==> config.mk <==
export PLATFORM = sky130hd
export DESIGN_NAME = mbinit_sb_tx_packetizer_flat
export DESIGN_NICKNAME = d
export VERILOG_FILES = /design/src/rtl/mbinit_sb_tx_packetizer_pkg.sv /design/src/rtl/mbinit_sb_tx_packetizer_if.sv /design/src/rtl/mbinit_sb_tx_packetizer_sb_pkt_encoder.sv /design/src/rtl/mbinit_sb_tx_packetizer.sv /design/src/flat_wrapper.sv
export SDC_FILE = /design/constraint.sdc
export NUM_CORES = 1
export LEC_CHECK = 0
export BUFFER_PORTS_ARGS = -buffer_cell sky130_fd_sc_hd__buf_2
export CAP_MARGIN = 10
export CELL_PAD_IN_SITES_DETAIL_PLACEMENT = 1
export CELL_PAD_IN_SITES_GLOBAL_PLACEMENT = 1
export CORE_MARGIN = 2
export CORE_UTILIZATION = 45
export DETAILED_ROUTE_END_ITERATION = 8
export HOLD_SLACK_MARGIN = 0.12
export PLACE_DENSITY_LB_ADDON = 0.1
export SYNTH_ARGS = -nofsm -noshare
export SYNTH_HDL_FRONTEND = slang
export SYNTH_SLANG_ARGS = --single-unit
==> constraint.sdc <==
create_clock -name CLK -period 2 [get_ports CLK]
set_clock_uncertainty 0.1 [all_clocks]
set_input_delay 0 -clock CLK [delete_from_list [all_inputs] [get_ports CLK]]
set_output_delay 0 -clock CLK [all_outputs]
set_load 0.005 [all_outputs]
==> src/rtl/mbinit_sb_tx_packetizer_pkg.sv <==
// Shared sideband message definitions for the MBINIT TX packetizer:
// message codes, MsgCode/MsgSubcode lookup, opcode and FSM state encoding.
package sb_msg_pkg;

    localparam logic [3:0] MSG_NONE             = 4'd0;
    localparam logic [3:0] REPAIRMB_START_REQ   = 4'd1;
    localparam logic [3:0] REPAIRMB_START_RESP  = 4'd2;
    localparam logic [3:0] REPAIRMB_END_REQ     = 4'd3;
    localparam logic [3:0] REPAIRMB_END_RESP    = 4'd4;
    localparam logic [3:0] REVERSALMB_INIT_REQ  = 4'd5;
    localparam logic [3:0] REVERSALMB_INIT_RESP = 4'd6;
    localparam logic [3:0] REVERSALMB_DONE_REQ  = 4'd7;
    localparam logic [3:0] REVERSALMB_DONE_RESP = 4'd8;

    localparam logic [4:0] SB_OPCODE = 5'h12;

    typedef enum logic [1:0] {
        ST_IDLE,
        ST_DATA,
        ST_GAP
    } tx_state_t;

    typedef struct packed {
        logic [7:0] msg_code;
        logic [7:0] msg_subcode;
    } msg_id_t;

    // Requests are A5, responses AA; unknown codes fall back to FF/FF.
    function automatic msg_id_t msg_lookup(input logic [3:0] code);
        msg_id_t id;
        case (code)
            REPAIRMB_START_REQ:   id = '{8'hA5, 8'h0C};
            REPAIRMB_START_RESP:  id = '{8'hAA, 8'h0C};
            REPAIRMB_END_REQ:     id = '{8'hA5, 8'h10};
            REPAIRMB_END_RESP:    id = '{8'hAA, 8'h10};
            REVERSALMB_INIT_REQ:  id = '{8'hA5, 8'h0E};
            REVERSALMB_INIT_RESP: id = '{8'hAA, 8'h0E};
            REVERSALMB_DONE_REQ:  id = '{8'hA5, 8'h0F};
            REVERSALMB_DONE_RESP: id = '{8'hAA, 8'h0F};
            default:              id = '{8'hFF, 8'hFF};
        endcase
        return id;
    endfunction

endpackage

==> src/rtl/mbinit_sb_tx_packetizer_if.sv <==
// Controller-to-packetizer sideband TX interface: message request in,
// serial data and busy handshake out.
interface mbinit_sb_tx_packetizer_if;
    logic [3:0] i_TX_SbMessage;
    logic [2:0] i_msg_info;
    logic       i_tx_data_valid;
    logic       o_busy;
    logic       o_falling_edge_busy;
    logic       o_sb_data;
    logic       o_sb_clk_en;
    logic       o_overflow;

    modport master (
        output i_TX_SbMessage, i_msg_info, i_tx_data_valid,
        input  o_busy, o_falling_edge_busy, o_sb_data, o_sb_clk_en, o_overflow
    );

    modport slave (
        input  i_TX_SbMessage, i_msg_info, i_tx_data_valid,
        output o_busy, o_falling_edge_busy, o_sb_data, o_sb_clk_en, o_overflow
    );
endinterface

==> src/rtl/mbinit_sb_tx_packetizer_sb_pkt_encoder.sv <==
// Combinational builder of the 64-bit message-without-data packet,
// including the CP parity bit over bits [61:0].
module sb_pkt_encoder
    import sb_msg_pkg::*;
(
    input  logic [3:0]  code,
    input  logic [2:0]  info,
    output logic [63:0] packet
);

    msg_id_t     id;
    logic [61:0] body;

    always_comb begin
        id            = msg_lookup(code);
        body          = '0;
        body[4:0]     = SB_OPCODE;
        body[21:14]   = id.msg_code;
        body[39:32]   = id.msg_subcode;
        body[42:40]   = info;
        packet        = {1'b0, ^body, body};
    end

endmodule

==> src/rtl/mbinit_sb_tx_packetizer.sv <==
// Sideband TX packetizer: edge-detects controller requests, buffers one
// pending message and serializes each packet LSB-first followed by an idle gap.
module mbinit_sb_tx_packetizer
    import sb_msg_pkg::*;
#(
    parameter int GAP_CYCLES = 32,
    parameter int PKT_BITS   = 64
) (
    input  logic                    CLK,
    input  logic                    rst_n,
    mbinit_sb_tx_packetizer_if.slave sb
);

    localparam int GAP_W = $clog2(GAP_CYCLES + 1);

    tx_state_t           state;
    tx_state_t           next_state;
    logic [PKT_BITS-1:0] shreg;
    logic [5:0]          bit_cnt;
    logic [GAP_W-1:0]    gap_cnt;
    logic                prev_valid;
    logic [3:0]          prev_code;
    logic                armed;
    logic                pend_full;
    logic [3:0]          pend_code;
    logic [2:0]          pend_info;
    logic                fe_pulse;
    logic                ovf_pulse;
    logic                new_req;
    logic                launch;
    logic                data_done;
    logic                gap_done;
    logic [3:0]          launch_code;
    logic [2:0]          launch_info;
    logic [63:0]         launch_pkt;

    // armed stays low after reset until valid is seen low, so a level held
    // through reset is never mistaken for a fresh request.
    assign new_req = armed && sb.i_tx_data_valid && (sb.i_TX_SbMessage != MSG_NONE)
                     && (!prev_valid || (sb.i_TX_SbMessage != prev_code));

    assign launch      = (state == ST_IDLE) && (pend_full || new_req);
    assign launch_code = pend_full ? pend_code : sb.i_TX_SbMessage;
    assign launch_info = pend_full ? pend_info : sb.i_msg_info;
    assign data_done   = (state == ST_DATA) && (bit_cnt == 6'(PKT_BITS - 1));
    assign gap_done    = (state == ST_GAP) && (gap_cnt == GAP_W'(GAP_CYCLES - 1));

    sb_pkt_encoder u_encoder (
        .code   (launch_code),
        .info   (launch_info),
        .packet (launch_pkt)
    );

    always_ff @(posedge CLK or negedge rst_n) begin
        if (!rst_n) state <= ST_IDLE;
        else        state <= next_state;
    end

    always_comb begin
        next_state = state;
        case (state)
            ST_IDLE: if (launch)    next_state = ST_DATA;
            ST_DATA: if (data_done) next_state = ST_GAP;
            ST_GAP:  if (gap_done)  next_state = ST_IDLE;
            default:                next_state = ST_IDLE;
        endcase
    end

    always_comb begin
        sb.o_busy              = (state != ST_IDLE);
        sb.o_sb_clk_en         = (state == ST_DATA);
        sb.o_sb_data           = (state == ST_DATA) && shreg[0];
        sb.o_falling_edge_busy = fe_pulse;
        sb.o_overflow          = ovf_pulse;
    end

    always_ff @(posedge CLK or negedge rst_n) begin
        if (!rst_n) begin
            shreg      <= '0;
            bit_cnt    <= '0;
            gap_cnt    <= '0;
            prev_valid <= 1'b0;
            prev_code  <= '0;
            armed      <= 1'b0;
            pend_full  <= 1'b0;
            pend_code  <= '0;
            pend_info  <= '0;
            fe_pulse   <= 1'b0;
            ovf_pulse  <= 1'b0;
        end else begin
            prev_valid <= sb.i_tx_data_valid;
            prev_code  <= sb.i_TX_SbMessage;
            if (!sb.i_tx_data_valid) armed <= 1'b1;
            fe_pulse  <= gap_done;
            ovf_pulse <= 1'b0;

            case (state)
                ST_IDLE: if (launch) begin
                    shreg   <= launch_pkt;
                    bit_cnt <= '0;
                end
                ST_DATA: begin
                    shreg   <= shreg >> 1;
                    bit_cnt <= bit_cnt + 6'd1;
                end
                ST_GAP:  gap_cnt <= gap_done ? '0 : gap_cnt + 1'b1;
                default: ;
            endcase

            // In IDLE the pending entry launches first; a same-cycle request refills it.
            if (state == ST_IDLE) begin
                if (pend_full) begin
                    pend_full <= new_req;
                    if (new_req) begin
                        pend_code <= sb.i_TX_SbMessage;
                        pend_info <= sb.i_msg_info;
                    end
                end
            end else if (new_req) begin
                if (!pend_full) begin
                    pend_full <= 1'b1;
                    pend_code <= sb.i_TX_SbMessage;
                    pend_info <= sb.i_msg_info;
                end else begin
                    ovf_pulse <= 1'b1;
                end
            end
        end
    end

endmodule
==> src/flat_wrapper.sv <==
// flat-port wrapper written by rule: the top's interface ports become plain ports
module mbinit_sb_tx_packetizer_flat import sb_msg_pkg::*;
#(
    parameter int GAP_CYCLES = 32,
    parameter int PKT_BITS   = 64
)
  (CLK, rst_n, sb_i_TX_SbMessage, sb_i_msg_info, sb_i_tx_data_valid, sb_o_busy, sb_o_falling_edge_busy, sb_o_sb_data, sb_o_sb_clk_en, sb_o_overflow);
  mbinit_sb_tx_packetizer_if sb_i ();
  input  logic CLK;
  input  logic rst_n;
  input wire logic [$bits(sb_i.i_TX_SbMessage)-1:0] sb_i_TX_SbMessage;
  input wire logic [$bits(sb_i.i_msg_info)-1:0] sb_i_msg_info;
  input wire logic [$bits(sb_i.i_tx_data_valid)-1:0] sb_i_tx_data_valid;
  output wire logic [$bits(sb_i.o_busy)-1:0] sb_o_busy;
  output wire logic [$bits(sb_i.o_falling_edge_busy)-1:0] sb_o_falling_edge_busy;
  output wire logic [$bits(sb_i.o_sb_data)-1:0] sb_o_sb_data;
  output wire logic [$bits(sb_i.o_sb_clk_en)-1:0] sb_o_sb_clk_en;
  output wire logic [$bits(sb_i.o_overflow)-1:0] sb_o_overflow;
  assign sb_i.i_TX_SbMessage = sb_i_TX_SbMessage;
  assign sb_i.i_msg_info = sb_i_msg_info;
  assign sb_i.i_tx_data_valid = sb_i_tx_data_valid;
  assign sb_o_busy = sb_i.o_busy;
  assign sb_o_falling_edge_busy = sb_i.o_falling_edge_busy;
  assign sb_o_sb_data = sb_i.o_sb_data;
  assign sb_o_sb_clk_en = sb_i.o_sb_clk_en;
  assign sb_o_overflow = sb_i.o_overflow;
  mbinit_sb_tx_packetizer #(.GAP_CYCLES(GAP_CYCLES), .PKT_BITS(PKT_BITS)) u_core (.CLK(CLK), .rst_n(rst_n), .sb(sb_i));
endmodule
# Word level (Yosys, flattened, before mapping)
# Memories as Yosys holds them, arrays and structs flattened.
# Cells that the tools add are included.
# Widths: inputs -> output; s select.
totals:
  register_bits: 94
  rom_bits: 224
  inputBits: 10
  output_inout_bits: 5
  elab_cells: 69
  n_memories: 1
op_classes:
  add_sub_neg: 2
  eq_ne: 10
  mux: 25
  reduce_logical: 19
mem_list:
  columns: ["memory", "depth", "width", "read_ports", "rd_ports_with_merged_regs", "wr", "line_no", "text"]
  rows:
  - ["(no name shown)", 16, 14, 1, 0, 0, "mbinit_sb_tx_packetizer_pkg.sv:31", "case (code)"]
ops:
  columns: ["operator", "n"]
  rows:
  - ["$pmux 64 s2", 1]
  - ["$mux 64", 1]
  - ["$reduce_xor 62->1", 1]
  - ["$mux 4", 5]
  - ["$mux 3", 5]
  - ["$add 6x1->6 const B", 2]
  - ["$mux 6", 2]
  - ["$pmux 6 s2", 1]
  - ["$ne 2x1->1 const B", 4]
  - ["$logic_and 1x1->1", 7]
  - ["$eq 6x5->1 const B", 1]
  - ["$eq 6x6->1 const B", 1]
  - ["$mux 1", 6]
  - ["$mux 2", 3]
  - ["$pmux 2 s3", 1]
  - ["$reduce_and 3->1", 2]
  - ["$reduce_bool 2->1", 3]
  - ["$ne 4x4->1", 1]
  - ["$reduce_bool 4->1", 1]
  - ["$eq 2x1->1 const B", 1]
  - ["$eq 2x2->1 const B", 1]
  - ["$logic_not 2->1", 1]
  - ["$logic_or 1x1->1", 2]
  - ["$ne 2x2->1 const B", 1]
  - ["2 further kinds", 2]

# Logic depth before layout (Yosys ltp)
# Gate-level depths: netlist (run 1).
depth:
  ltp_word: 7
  mapped_depth: 9
  ltp_nobuf: 7

# Modules after synthesis
# Synthesis (run 1) repeated with hierarchy kept, for this count alone.
hier_totals:
  cells_unflattened: 503
  hier_area_um2: 5343.9
modules_own_cells:
  columns: ["mod", "n_inst", "cells_each", "area_per_inst_um2"]
  rows:
  - ["mbinit_sb_tx_packetizer", 1, 403, 4635.7]
  - ["sb_pkt_encoder", 1, 100, 708.2]

# Worst setup path after synthesis (run 1)
# OpenSTA, ideal clock, no wires.
synth_timing:
  kind: "flip-flop to flip-flop"
  startpoint: "register u_core.pend_full"
  endpoint: "register u_core.shreg[18]"
  setup_time_ps: 67
  arrival_ps: 1902
  t_required_ps: 1833
  slack_ps: -69
  path_stages_with_launch: 9
  path_buffers: 2
  period_less_slack_ps: 2069
  path_cell_list: "dfrtp_1 buf_4 buf_4 mux2i_1 ha_1 a21oi_1 a21o_1 or3_1 nand2_1"
synth_via:
  elab_chain_len: 4
  word_cells_on_any_way: 8
synth_rtl:
  columns: ["item", "line_no", "text"]
  rows:
  - ["start, declared", "mbinit_sb_tx_packetizer.sv:24", "logic pend_full;"]
  - ["start signal, assigned", "mbinit_sb_tx_packetizer.sv:113", "pend_full <= new_req;"]
  - ["$mux 4 / $logic_or 1x1->1 (equally long branches)", "mbinit_sb_tx_packetizer.sv:43, mbinit_sb_tx_packetizer.sv:42", null]
  - ["$mem_v2 16x14 / $logic_and 1x1->1 (equally long branches)", null, null]
  - ["$mux 64 / $ne 2x1->1 (equally long branches)", null, null]
  - ["$pmux 64 s2 / $reduce_and 2->1 (equally long branches)", null, null]
  - ["end signal, assigned", "mbinit_sb_tx_packetizer.sv:99", "shreg <= launch_pkt;"]
  - ["end signal, assigned", "mbinit_sb_tx_packetizer.sv:103", "shreg <= shreg >> 1;"]
  - ["end, declared", "mbinit_sb_tx_packetizer.sv:18", "logic [PKT_BITS-1:0] shreg;"]
# Several ways; a longest one is shown, not always the timed one. The select of a mux whose other input is x is not followed.
# A chain may end at the register's enable or synchronous reset.

# Worst setup path in the final report (run 1)
layout_timing:
  startpoint: "register u_core.pend_full"
  endpoint: "register u_core.shreg[36]"
# Same word-level chain as after synthesis.

==> results.json, run 1 <==
{
  "wl_per_cell_um": 16.6,
  "cts_htree_levels": 3,
  "fmaxAchievable_ghz": 0.517,
  "ys.flop_type": "dfrtp_1",
  "core_area_sq_mm": 0.00868,
  "syn_nets": 344,
  "hold_violations": 0,
  "crit_fanout": 5,
  "worstMarginPinSlew_ns": 0.419,
  "area_growth_pct": 15.9,
  "cts.root.buffer_cell": "clkbuf_8",
  "clock_latency_ns": 0.36,
  "path_clk_slew_ns": 0.10,
  "final_nets": 381,
  "cp.depth": 7,
  "routed_wl_um": 7920,
  "fp.dieW_um": 98.4,
  "setup_viol": 0,
  "yosysUniqueCellTypes": 47,
  "io_buffers": 14,
  "cts_buffers": 9,
  "die_area_sq_mm": 0.00968,
  "fin_area_sq_mm": 0.00465,
  "grt-ovfl-total": 0,
  "relSlewSlack_pct": 72.1,
  "drt_iter0_drc": 125,
  "netlist_instances": 327,
  "cts_buffer_depth": 2,
  "clkSinkCount": 93,
  "reg2reg_depth": 7,
  "start_kind": "flop",
  "p_per_area_mw_per_mm2": 1150,
  "ys_ff_latch": 93,
  "die_y_um": 98.4,
  "drv_slew": 0,
  "row_count": 34,
  "ys.warnings.count": 0,
  "antenna_found_initial": 0,
  "antenna_left": 0,
  "dp_hpwl_um": 5090,
  "start_util_pct": 46.2,
  "syn_avg_cell_area_sq_um": 12.3,
  "hold_class": "in -> reg",
  "crit_buf_inv": 1,
  "post-route-util_pct": 53.5,
  "whs_ns": 0.207,
  "ys_seq_area_share_pct": 58.0,
  "grt.total_usage_pct": 17.5,
  "dpl_cell_area_sq_mm": 0.00426,
  "cts_tree": "built",
  "crit_slowest_cell": "dfrtp_2",
  "synth_edf_count": 0,
  "viasPerCell": 5.48,
  "rsz0062_at_grt": "true",
  "io_pins": 15,
  "drc": 0,
  "dr.pass1.iters": 4,
  "power_leakage_uw": 0.00222,
  "critical_path.cell_chain": "mux2i_2 > buf_4 > ha_1 > or2_1 > a21oi_1 > nor3_1 > a221o_1",
  "diodes": 0,
  "worstPathArrival_ns": 2.07,
  "vias": 2614,
  "crit_required_ns": 2.14,
  "grt_pass1_wl_um": 13800,
  "synthArstFlopShare_pct": 100,
  "layout-drive-gt1-share_pct": 19.0,
  "status": "complete, no violations",
  "grt_pass1_vias": 2792,
  "irDropWorstVdd_mv": 0.527,
  "grt_max_degree": 61,
  "period_share_pct": 96.7,
  "reg2reg_slack_ns": 0.07,
  "fin_tns_setup_ns": 0,
  "path_delay_family": "flip-flops",
  "cpPeakStageDelay_ns": 0.46,
  "finalWeightedCongestion": 0.752,
  "cap_viol_max_count": 0,
  "critPathKind": "reg -> reg",
  "syn_area_sq_mm": 0.00401,
  "period_needed_ns": 1.93,
  "critPathCaptureType": "flop",
  "worstHoldPathCells": 2
}
[cell usage in the layout, fill, tap and decap left out, types with 5 or more instances in the layout]
master         netlist  routed
dfrtp_1             93      92
a22o_1              42      42
nand2_1             27      27
nor2_1              21      20
buf_4                3      15
buf_2                1      13
xnor2_1             11      11
clkbuf_8             0      10
dlygate4sd3_1        0      10
inv_1                9       8
o21ai_1              8       8
a21oi_1              8       8
a22oi_1              7       7
mux2i_1              9       7
o21ai_0              8       7
mux2_4               6       6
ha_1                 7       6
buf_12               0       5
[sequential cells by signal, indices dropped and copies added, names as in the netlist, 2 cells and up]
name / flops
u_core.prev_code: 4
u_core.pend_code: 4
u_core.shreg: 63
u_core.bit_cnt: 6
u_core.state: 2
u_core.pend_info: 3
u_core.gap_cnt: 6
[layout make-up]
type,count,area (sq um)
fill,911,4030
clock inverter,6,46.3
timing repair buffer,44,403
multi-input combinational,207,1560
inverter,9,33.8
sequential,93,2330
clock buffer,10,138
tap,108,135
[synth_stat cells (2+ instances only)]
library cell / instances / area share [%]
ha_1: 7 / 2.2
a221o_1: 4 / 1.0
o31ai_1: 2 / 0.37
xor2_1: 4 / 0.87
mux2_4: 6 / 2.2
o21ai_0: 8 / 1.0
o22a_1: 4 / 0.87
mux2i_1: 9 / 2.2
and2_1: 2 / 0.31
a22o_1: 42 / 9.2
xnor2_1: 11 / 2.4
a21o_1: 3 / 0.56
nand3_1: 4 / 0.50
nor2b_1: 2 / 0.31
nor2_1: 21 / 2.0
nand2_1: 27 / 2.5
clkbuf_1: 6 / 0.56
dfrtp_1: 93 / 58
buf_4: 3 / 0.56
inv_1: 9 / 0.84
or3_1: 2 / 0.31
a311oi_1: 2 / 0.44
buf_6: 7 / 2.0
nand2b_1: 4 / 0.62
nand3b_1: 3 / 0.56
a21oi_1: 8 / 1.0
a22oi_1: 7 / 1.3
o21ai_1: 8 / 1.0
[stage by stage]
step	power, uW	std cells	worst slack [ns]
4_1_cts	5350	473	0.0390
5_1_grt	5690	477	-0.0293
3_5_place_dp	4120	446	0.0680
3_3_place_gp	4030	446	0.0959
6_report	5320	477	0.0658
2_1_floorplan	3710	327	0.0193
[logic make-up after synthesis]
logic type	after synthesis	synth area share [%]
simple gates	73	8.52
mux	17	5.12
flops	93	58.0
xor+xnor	15	3.28
fa+ha+maj	8	2.43
buf+inv	27	4.15
compound gates	94	18.5
[worst register-to-register path, delay by kind of cell (launching register included)]
kind | cells | cell delay, ns
AOI/OAI and AO/OA | 2 | 0.40
adders and majority gates | 1 | 0.22
buffers and inverters | 1 | 0.16
DFF | 1 | 0.46
muxes | 1 | 0.17
and+or+nand+nor | 2 | 0.31
[where the power goes]
part           leakage (uW)  total [uW]  switching (uW)  internal, uW
Combinational      0.000896        1460             652           805
Clock             0.0000889        1180             685           493
Sequential          0.00123        2690             339          2350
Total               0.00222        5320            1680          3650
[routing by layer]
| layer | track usage (%) | part of all wire [%] | vias up |
|---|---|---|---|
| li1 | - | - | 1248 |
| met2 | 27.6 | 46 | 18 |
| met1 | 24.8 | 51 | 1339 |
| met3 | 2.79 | 1.3 | 9 |
| met5 | 0 | 0 | - |
| met4 | 6.32 | 1.3 | 0 |
[path summary, 6_finish.rpt]
check	from	end
max in group asynchronous	rst_n	u_core.shreg[32]
min in group asynchronous	rst_n	u_core.gap_cnt[2]
worst max-delay path	u_core.pend_full	u_core.shreg[36]
worst max register to register	u_core.pend_full	u_core.shreg[36]
worst min register to register	u_core.armed	u_core.armed
worst min-delay path	sb_i_tx_data_valid	u_core.prev_valid
[timing repair]
action | CTS | global route
buffers inserted | 0 | 3
resized for setup | 0 | 7
endpoints found under the hold margin | 110 | 0
endpoints found under the setup margin | 0 | 29
hold buffers | 11 | 0
(Power assumes the default switching activity.)
==> run 2, diff against run 1 <==
--- a/config.mk
+++ b/config.mk
@@ -16,4 +16,5 @@
 export PLACE_DENSITY_LB_ADDON = 0.1
 export SYNTH_ARGS = -nofsm -noshare
 export SYNTH_HDL_FRONTEND = slang
+export SYNTH_HIERARCHICAL = 1
 export SYNTH_SLANG_ARGS = --single-unit
==> run 2 against run 1 <==
Net effect:
- the flow now finishes with violations (negative setup slack)
- sequential power up 23%
- sequential cell count up 1
- hold slack better by 0.030 ns
- first-iteration DRC count up 100%
- combinational power up 140%
- critical path type unchanged
- global-route usage up 2.6 points
- power up 62%
- clock-buffer cell count up 3
- via count up 55%
==> results.json, run 2 <==
{
  "status": "finished, violations left",
  "violations": "negative setup slack",
  "die_area_sq_mm": 0.0128,
  "cts.root.buffer_cell": "clkbuf_16",
  "io_buffers": 14,
  "final-seq-area_sq_mm": 0.00235,
  "nFillCells": 1211,
  "yosysTopAreaCell": "dfrtp_1",
  "drc": 0,
  "p_per_area_mw_per_mm2": 1320,
  "vias": 4047,
  "cp.depth": 9,
  "syn_avg_cell_area_sq_um": 10.6,
  "ys_ff_latch": 94,
  "synth_edf_count": 0,
  "ys.flop_type": "dfrtp_1",
  "final_common_cell": "dfrtp_1",
  "fin_ws_ns": -0.312,
  "synthArstFlopShare_pct": 100,
  "crit_slowest_cell": "or4b_4",
  "met3_usage_pct": 2.95,
  "reg2reg_slack_ns": -0.31,
  "grt_pass1_wl_um": 21000,
  "fmaxAchievable_ghz": 0.432,
  "dpl_cell_area_sq_mm": 0.00541,
  "critPathCaptureType": "flop",
  "fin_area_sq_mm": 0.00655,
  "layout-drive-gt1-share_pct": 35.0,
  "preCtsSetupSlack_ns": -0.307,
  "worstHoldPathCells": 5,
  "whs_ns": 0.237,
  "ys.warnings.count": 6,
  "drt_iter0_drc": 255,
  "area_growth_pct": 22.6,
  "cts_htree_levels": 3,
  "syn_area_sq_mm": 0.00534,
  "final_nets": 561,
  "top_register": "u_core/shreg",
  "yosysUniqueCellTypes": 48,
  "met2_usage_pct": 33.3,
  "largest_reg_flops": 64,
  "die_y_um": 113,
  "yosysMostFrequentCell": "o22ai_1",
  "critical_path.cell_chain": "mux2_4 > inv_4 > ha_4 > xnor2_2 > or4b_4 > o311a_1 > xnor2_2 > o22ai_2 > a21oi_2",
  "top_regs": "u_core/shreg x64, u_core/bit_cnt x6, u_core/gap_cnt x6",
  "ys_seq_area_share_pct": 44.0,
  "grt_pass1_vias": 4108,
  "grt_max_degree": 69,
  "power_leakage_uw": 0.00272,
  "clkSinkCount": 94,
  "cap_viol_max_count": 0,
  "core_area_sq_mm": 0.0115,
  "clock_latency_ns": 0.34,
  "cts_buffers": 9,
  "netlist_instances": 503,
  "period_needed_ns": 2.31,
  "antenna_left": 0,
  "io_pins": 15,
  "row_count": 39,
  "irDropWorstVdd_mv": 0.707,
  "antenna_found_initial": 0,
  "multiInputGateArea_sq_mm": 0.00271,
  "crit_path_frequent_cell": "xnor2_2",
  "routed_wl_um": 14400,
  "period_share_pct": 116,
  "synth.top_cell.area_share_pct": 44.0,
  "grt.total_usage_pct": 20.2,
  "busiest_layer": "met2",
  "path_clk_slew_ns": 0.06,
  "crit_buf_inv": 1,
  "reg2reg_depth": 9,
  "dr.pass1.iters": 4,
  "synthTopCellsByArea": "dfrtp_1, o22ai_1, buf_4",
  "critPathKind": "reg -> reg",
  "start_util_pct": 46.4,
  "fin_tns_setup_ns": -15.72,
  "mostFrequentLayoutCells": "dfrtp_1, o22ai_1, conb_1, a21oi_1, o22ai_2",
  "fp.dieW_um": 113,
  "grt-ovfl-total": 0,
  "diodes": 0,
  "viasPerCell": 5.86,
  "worstPathArrival_ns": 2.43,
  "synthTopCellsByCount": "o22ai_1, dfrtp_1, buf_4, a21oi_1, o22ai_2",
  "path_delay_family": "simple AND/OR/NAND/NOR gates",
  "hold_violations": 0,
  "gr-usage-met1_pct": 27.5,
  "cpPeakStageDelay_ns": 0.48,
  "dp_hpwl_um": 7170,
  "drv_slew": 0,
  "crit_fanout": 3,
  "hold_class": "in -> reg",
  "cts_tree": "built",
  "wl_per_cell_um": 20.8,
  "start_kind": "flop",
  "setup_viol": 71,
  "cts_buffer_depth": 2,
  "rsz0062_at_grt": "true",
  "crit_required_ns": 2.12,
  "finalWeightedCongestion": 0.799
}
run 2: cell types whose count changed in the layout (fill, tap and decap cells not counted), sizes merged, moves of 4 or more:
cell	previous run	this run
nor2	21	8
a22oi	7	0
buf	33	58
o22ai	0	128
clkbuf	11	22
a221o	4	0
o2bb2ai	0	4
o21ai	16	12
a22o	42	1
mux2i	10	4
conb	0	46
mux2	7	15
nand2	27	14
a21oi	8	66
run 2: layer usage:
layer / up-vias / part of all wire, %
li1: 1880 / -
met1: 2113 / 48
met2: 40 / 49
met3: 14 / 1.7
met4: 0 / 1.4
met5: - / 0
run 2: path summary, 6_finish.rpt:
kind | start | end
max in group asynchronous | rst_n | u_core/sb.o_overflow
setup reg to reg | u_core/pend_full | u_core/shreg[62]
setup / recovery | u_core/pend_full | u_core/shreg[62]
min in group asynchronous | rst_n | u_core/shreg[4]
hold reg to reg | u_core/pend_info[1] | u_core/pend_info[1]
hold / removal | sb_i_TX_SbMessage[1] | u_core/sb.o_overflow
run 2: area by class of cell:
| cell class | instances | share of cell area [%] |
|---|---|---|
| Multi-Input combinational cell | 349 | 41.4 |
| Sequential cell | 94 | 35.9 |
| Inverter | 12 | 0.802 |
| Clock inverter | 3 | 0.611 |
| Clock buffer | 13 | 4.28 |
| Tap cell | 143 | 2.73 |
| Timing Repair Buffer | 77 | 14.3 |
run 2: cells by family (layout without fill, tap and decap cells):
| family | Yosys count | count (layout) | share of synthesized area (%) |
|---|---|---|---|
| AOI/OAI and AO/OA | 219 | 220 | 29.7 |
| xor gates and xnor gates | 13 | 13 | 2.13 |
| adders and majority gates | 9 | 9 | 2.06 |
| buffers and inverters | 105 | 105 | 14.0 |
| DFF | 94 | 94 | 44.0 |
| muxes | 19 | 19 | 3.91 |
| other | 2 | 46 | 0.141 |
| and+or+nand+nor | 42 | 42 | 4.00 |
run 2: stage by stage:
stage               total power [uW]  utilization, %  cells
finish                          8640            56.9    691
global route                    9200            56.9    691
CTS                             8220            51.1    663
detailed placement              6240            46.9    635
global placement                6040            46.9    635
floorplan                       5700               -    547
run 2: report_power, final:
part           leakage (uW)  switching, uW  total [uW]  internal, uW
Sequential          0.00115            705        3310          2610
Clock              0.000162            737        1840          1100
Combinational       0.00141           1770        3490          1720
Total               0.00272           3210        8640          5430
run 2: timing repair:
| action | 4_1_cts | 5_1_grt |
|---|---|---|
| endpoints found under the hold margin | 110 | 0 |
| endpoints found under the setup margin | 3 | 58 |
| cloned | 0 | 16 |
| hold buffers | 11 | 0 |
| pin swaps | 2 | 27 |
| buffers inserted | 1 | 13 |
| resized for setup | 6 | 47 |
run 2: tightest hold or removal path: cells and delay by family:
family | cells | cell delay [ns]
AOI/OAI and AO/OA | 1 | 0.16
xor gates and xnor gates | 1 | 0.10
buffers and inverters | 1 | 0.13
and+or+nand+nor | 2 | 0.25
==> run 3, diff against run 2 <==
--- a/config.mk
+++ b/config.mk
@@ -5,12 +5,13 @@
 export SDC_FILE = /design/constraint.sdc
 export NUM_CORES = 1
 export LEC_CHECK = 0
+export ABC_AREA = 1
 export BUFFER_PORTS_ARGS = -buffer_cell sky130_fd_sc_hd__buf_2
 export CAP_MARGIN = 10
 export CELL_PAD_IN_SITES_DETAIL_PLACEMENT = 1
 export CELL_PAD_IN_SITES_GLOBAL_PLACEMENT = 1
 export CORE_MARGIN = 2
-export CORE_UTILIZATION = 45
+export CORE_UTILIZATION = 42
 export DETAILED_ROUTE_END_ITERATION = 8
 export HOLD_SLACK_MARGIN = 0.12
 export PLACE_DENSITY_LB_ADDON = 0.1
==> run 3 against run 2 <==
Net effect:
- clock-buffer cell count increased by 2
- register-to-register slack improved by 0.33 ns
- worst setup slack improved by 0.33 ns
- synthesized cell count increased by 55%
- the run now ends clean
- highest routed layer unchanged
- critical path depth increased by 6
==> results.json, run 3 <==
{
  "setup_viol": 0,
  "yosysTopAreaCell": "dfrtp_1",
  "mostFrequentLayoutCells": "nand2_1, dfrtp_1, nand3_1, conb_1, inv_1",
  "drt_iter0_drc": 222,
  "clkSinkCount": 94,
  "p_per_area_mw_per_mm2": 786,
  "cap_viol_max_count": 0,
  "relSlewSlack_pct": 63.7,
  "power_leakage_uw": 0.00348,
  "crit_fanout": 8,
  "preCtsSetupSlack_ns": -0.104,
  "routed_wl_um": 13100,
  "dr.pass1.iters": 4,
  "netlist_instances": 781,
  "yosysMostFrequentCell": "nand2_1",
  "period_needed_ns": 1.99,
  "syn_area_sq_mm": 0.00557,
  "viasPerCell": 4.80,
  "finalWeightedCongestion": 0.774,
  "final_common_cell": "nand2_1",
  "io_pins": 15,
  "start_kind": "flop",
  "drv_slew": 0,
  "grt_max_degree": 69,
  "largest_reg_flops": 64,
  "fmaxAchievable_ghz": 0.504,
  "synthTopCellsByCount": "nand2_1, dfrtp_1, nand3_1, buf_4, inv_1",
  "critPathCaptureType": "flop",
  "wl_per_cell_um": 13.5,
  "ys.warnings.count": 6,
  "antenna_left": 0,
  "swShare_pct": 29.6,
  "power.switching_uw": 1440,
  "seqPwrFrac_pct": 41.1,
  "row_count": 42,
  "period_share_pct": 99.3,
  "synthTopCellsByArea": "dfrtp_1, nand2_1, buf_4",
  "p_int_uw": 3430,
  "die_y_um": 119,
  "worstPathArrival_ns": 2.12,
  "synth_edf_count": 0,
  "rsz0062_at_grt": "true",
  "top_regs": "u_core/shreg x64, u_core/bit_cnt x6, u_core/gap_cnt x6",
  "diodes": 0,
  "cts_buffers": 9,
  "cts.root.buffer_cell": "clkbuf_16",
  "synthArstFlopShare_pct": 100,
  "hold_class": "in -> reg",
  "core_area_sq_mm": 0.0131,
  "ys_ff_latch": 94,
  "start_util_pct": 42.6,
  "ys_seq_area_share_pct": 42.2,
  "fp.dieW_um": 119,
  "vias": 4675,
  "layout-drive-gt1-share_pct": 12.5,
  "antenna_found_initial": 0,
  "cts_buffer_depth": 2,
  "final_nets": 812,
  "grt_pass1_wl_um": 23000,
  "post-route-util_pct": 47.3,
  "yosysUniqueCellTypes": 29,
  "hold_violations": 0,
  "fin_ws_ns": 0.0143,
  "grt.total_usage_pct": 19.8,
  "combPwrFrac_pct": 24.6,
  "path_clk_slew_ns": 0.06,
  "dp_hpwl_um": 8080,
  "io_buffers": 14,
  "cts_htree_levels": 3,
  "grt_pass1_vias": 4958,
  "crit_required_ns": 2.13,
  "clock_latency_ns": 0.34,
  "critPathKind": "reg -> reg",
  "irDropWorstVdd_mv": 0.371,
  "clock_power_share_pct": 34.2,
  "grt-ovfl-total": 0,
  "die_area_sq_mm": 0.0142,
  "worstMarginPinSlew_ns": 0.545,
  "drc": 0,
  "synth.top_cell.area_share_pct": 42.2,
  "area_growth_pct": 11.1,
  "cts_tree": "built",
  "ys.flop_type": "dfrtp_1",
  "syn_avg_cell_area_sq_um": 7.14,
  "top_register": "u_core/shreg",
  "status": "complete, no violations"
}
[run 3: cell count changes in the layout (fill, tap and decap cells not counted), sizes merged, moves of 13 or more]
cell	before	now
inv	12	35
o22ai	128	0
nor2	8	21
a21oi	66	10
nand3	3	83
buf	58	42
nand2	14	396
mux2	15	0
[run 3: cell type report]
type                    instances  area [sq um]
multi-input cells             602          2730
well taps                     176           220
flip-flops and latches         94          2350
repair buffers                 52           469
clock buffers                  15           288
fillers                      1676          6890
inverters                      35           136
[run 3: cell families (layout without fill, tap and decap cells)]
| family | count (synthesis) | in the layout | synth area share, % |
|---|---|---|---|
| buffers and inverters | 129 | 102 | 14.1 |
| AOI/OAI and AO/OA | 31 | 31 | 2.83 |
| other | 2 | 46 | 0.135 |
| DFF | 94 | 94 | 42.2 |
| and+or+nand+nor | 514 | 514 | 38.5 |
| adders and majority gates | 8 | 8 | 1.80 |
| xor gates and xnor gates | 3 | 3 | 0.471 |
[run 3: path summary, 6_finish.rpt]
| check | start | end | slack [ns] | depth (start not counted) |
|---|---|---|---|---|
| setup / recovery | u_core/pend_full | u_core/shreg[62] | 0.01 | 15 |
| hold / removal | sb_i_TX_SbMessage[1] | u_core/prev_code[1] | 0.24 | 2 |
| setup reg to reg | u_core/pend_full | u_core/shreg[62] | 0.01 | 15 |
| hold reg to reg | u_core/armed | u_core/armed | 0.38 | 2 |
| max in group asynchronous | rst_n | u_core/shreg[63] | 0.56 | 4 |
| min in group asynchronous | rst_n | u_core/shreg[31] | 0.63 | 3 |
[run 3: critical path, stage by stage (launching register included)]
cell and delay, ns:
dfrtp_2 0.49, o21ai_2 0.21, inv_2 0.09, ha_4 0.25, nand2_4 0.07, nand3_2 0.08
nand2_1 0.07, nand2_1 0.06, inv_1 0.06, nand3_1 0.06, nand2_1 0.08, inv_2 0.05
nand2_2 0.06, nand2_1 0.05, nand2_1 0.06, nand2_1 0.06
[run 3: routing by layer]
metal	vias to the layer above	global-route usage (%)	share of wire, %
met5	-	0	0
met4	0	6.62	1.4
met3	12	2.59	1.4
met2	31	34.7	50
met1	2285	25.1	47
li1	2347	-	-
[run 3: what timing repair did]
action                                  in CTS  in global routing
hold buffers                                10                  0
buffers inserted                             0                  6
hold endpoints to repair                   107                  0
endpoints found under the setup margin       1                  6
gates resized for setup                     17                 23
pin swaps                                    7                 16
[run 3: stage by stage]
| stage | hold slack, ns | TNS (ns) | area, sq um | std cells | power (uW) |
|---|---|---|---|---|---|
| floorplan | -0.396 | 0 | 5760 | 825 | 2830 |
| global placement | -0.0798 | 0 | 5620 | 943 | 2900 |
| detailed placement | -0.0720 | -0.104 | 5620 | 943 | 2960 |
| CTS | 0.211 | 0 | 6060 | 968 | 4750 |
| global route | 0.261 | -0.137 | 6190 | 974 | 5160 |
| finish | 0.244 | 0 | 6190 | 974 | 4870 |
[run 3: power groups by stage]
stage               Clock [uW]  Sequential, uW  Combinational, uW
floorplan                    0            2020                802
global placement             0            2030                871
detailed placement           0            2030                926
CTS                       1730            2000               1020
global route              1800            2010               1350
finish                    1670            2000               1200
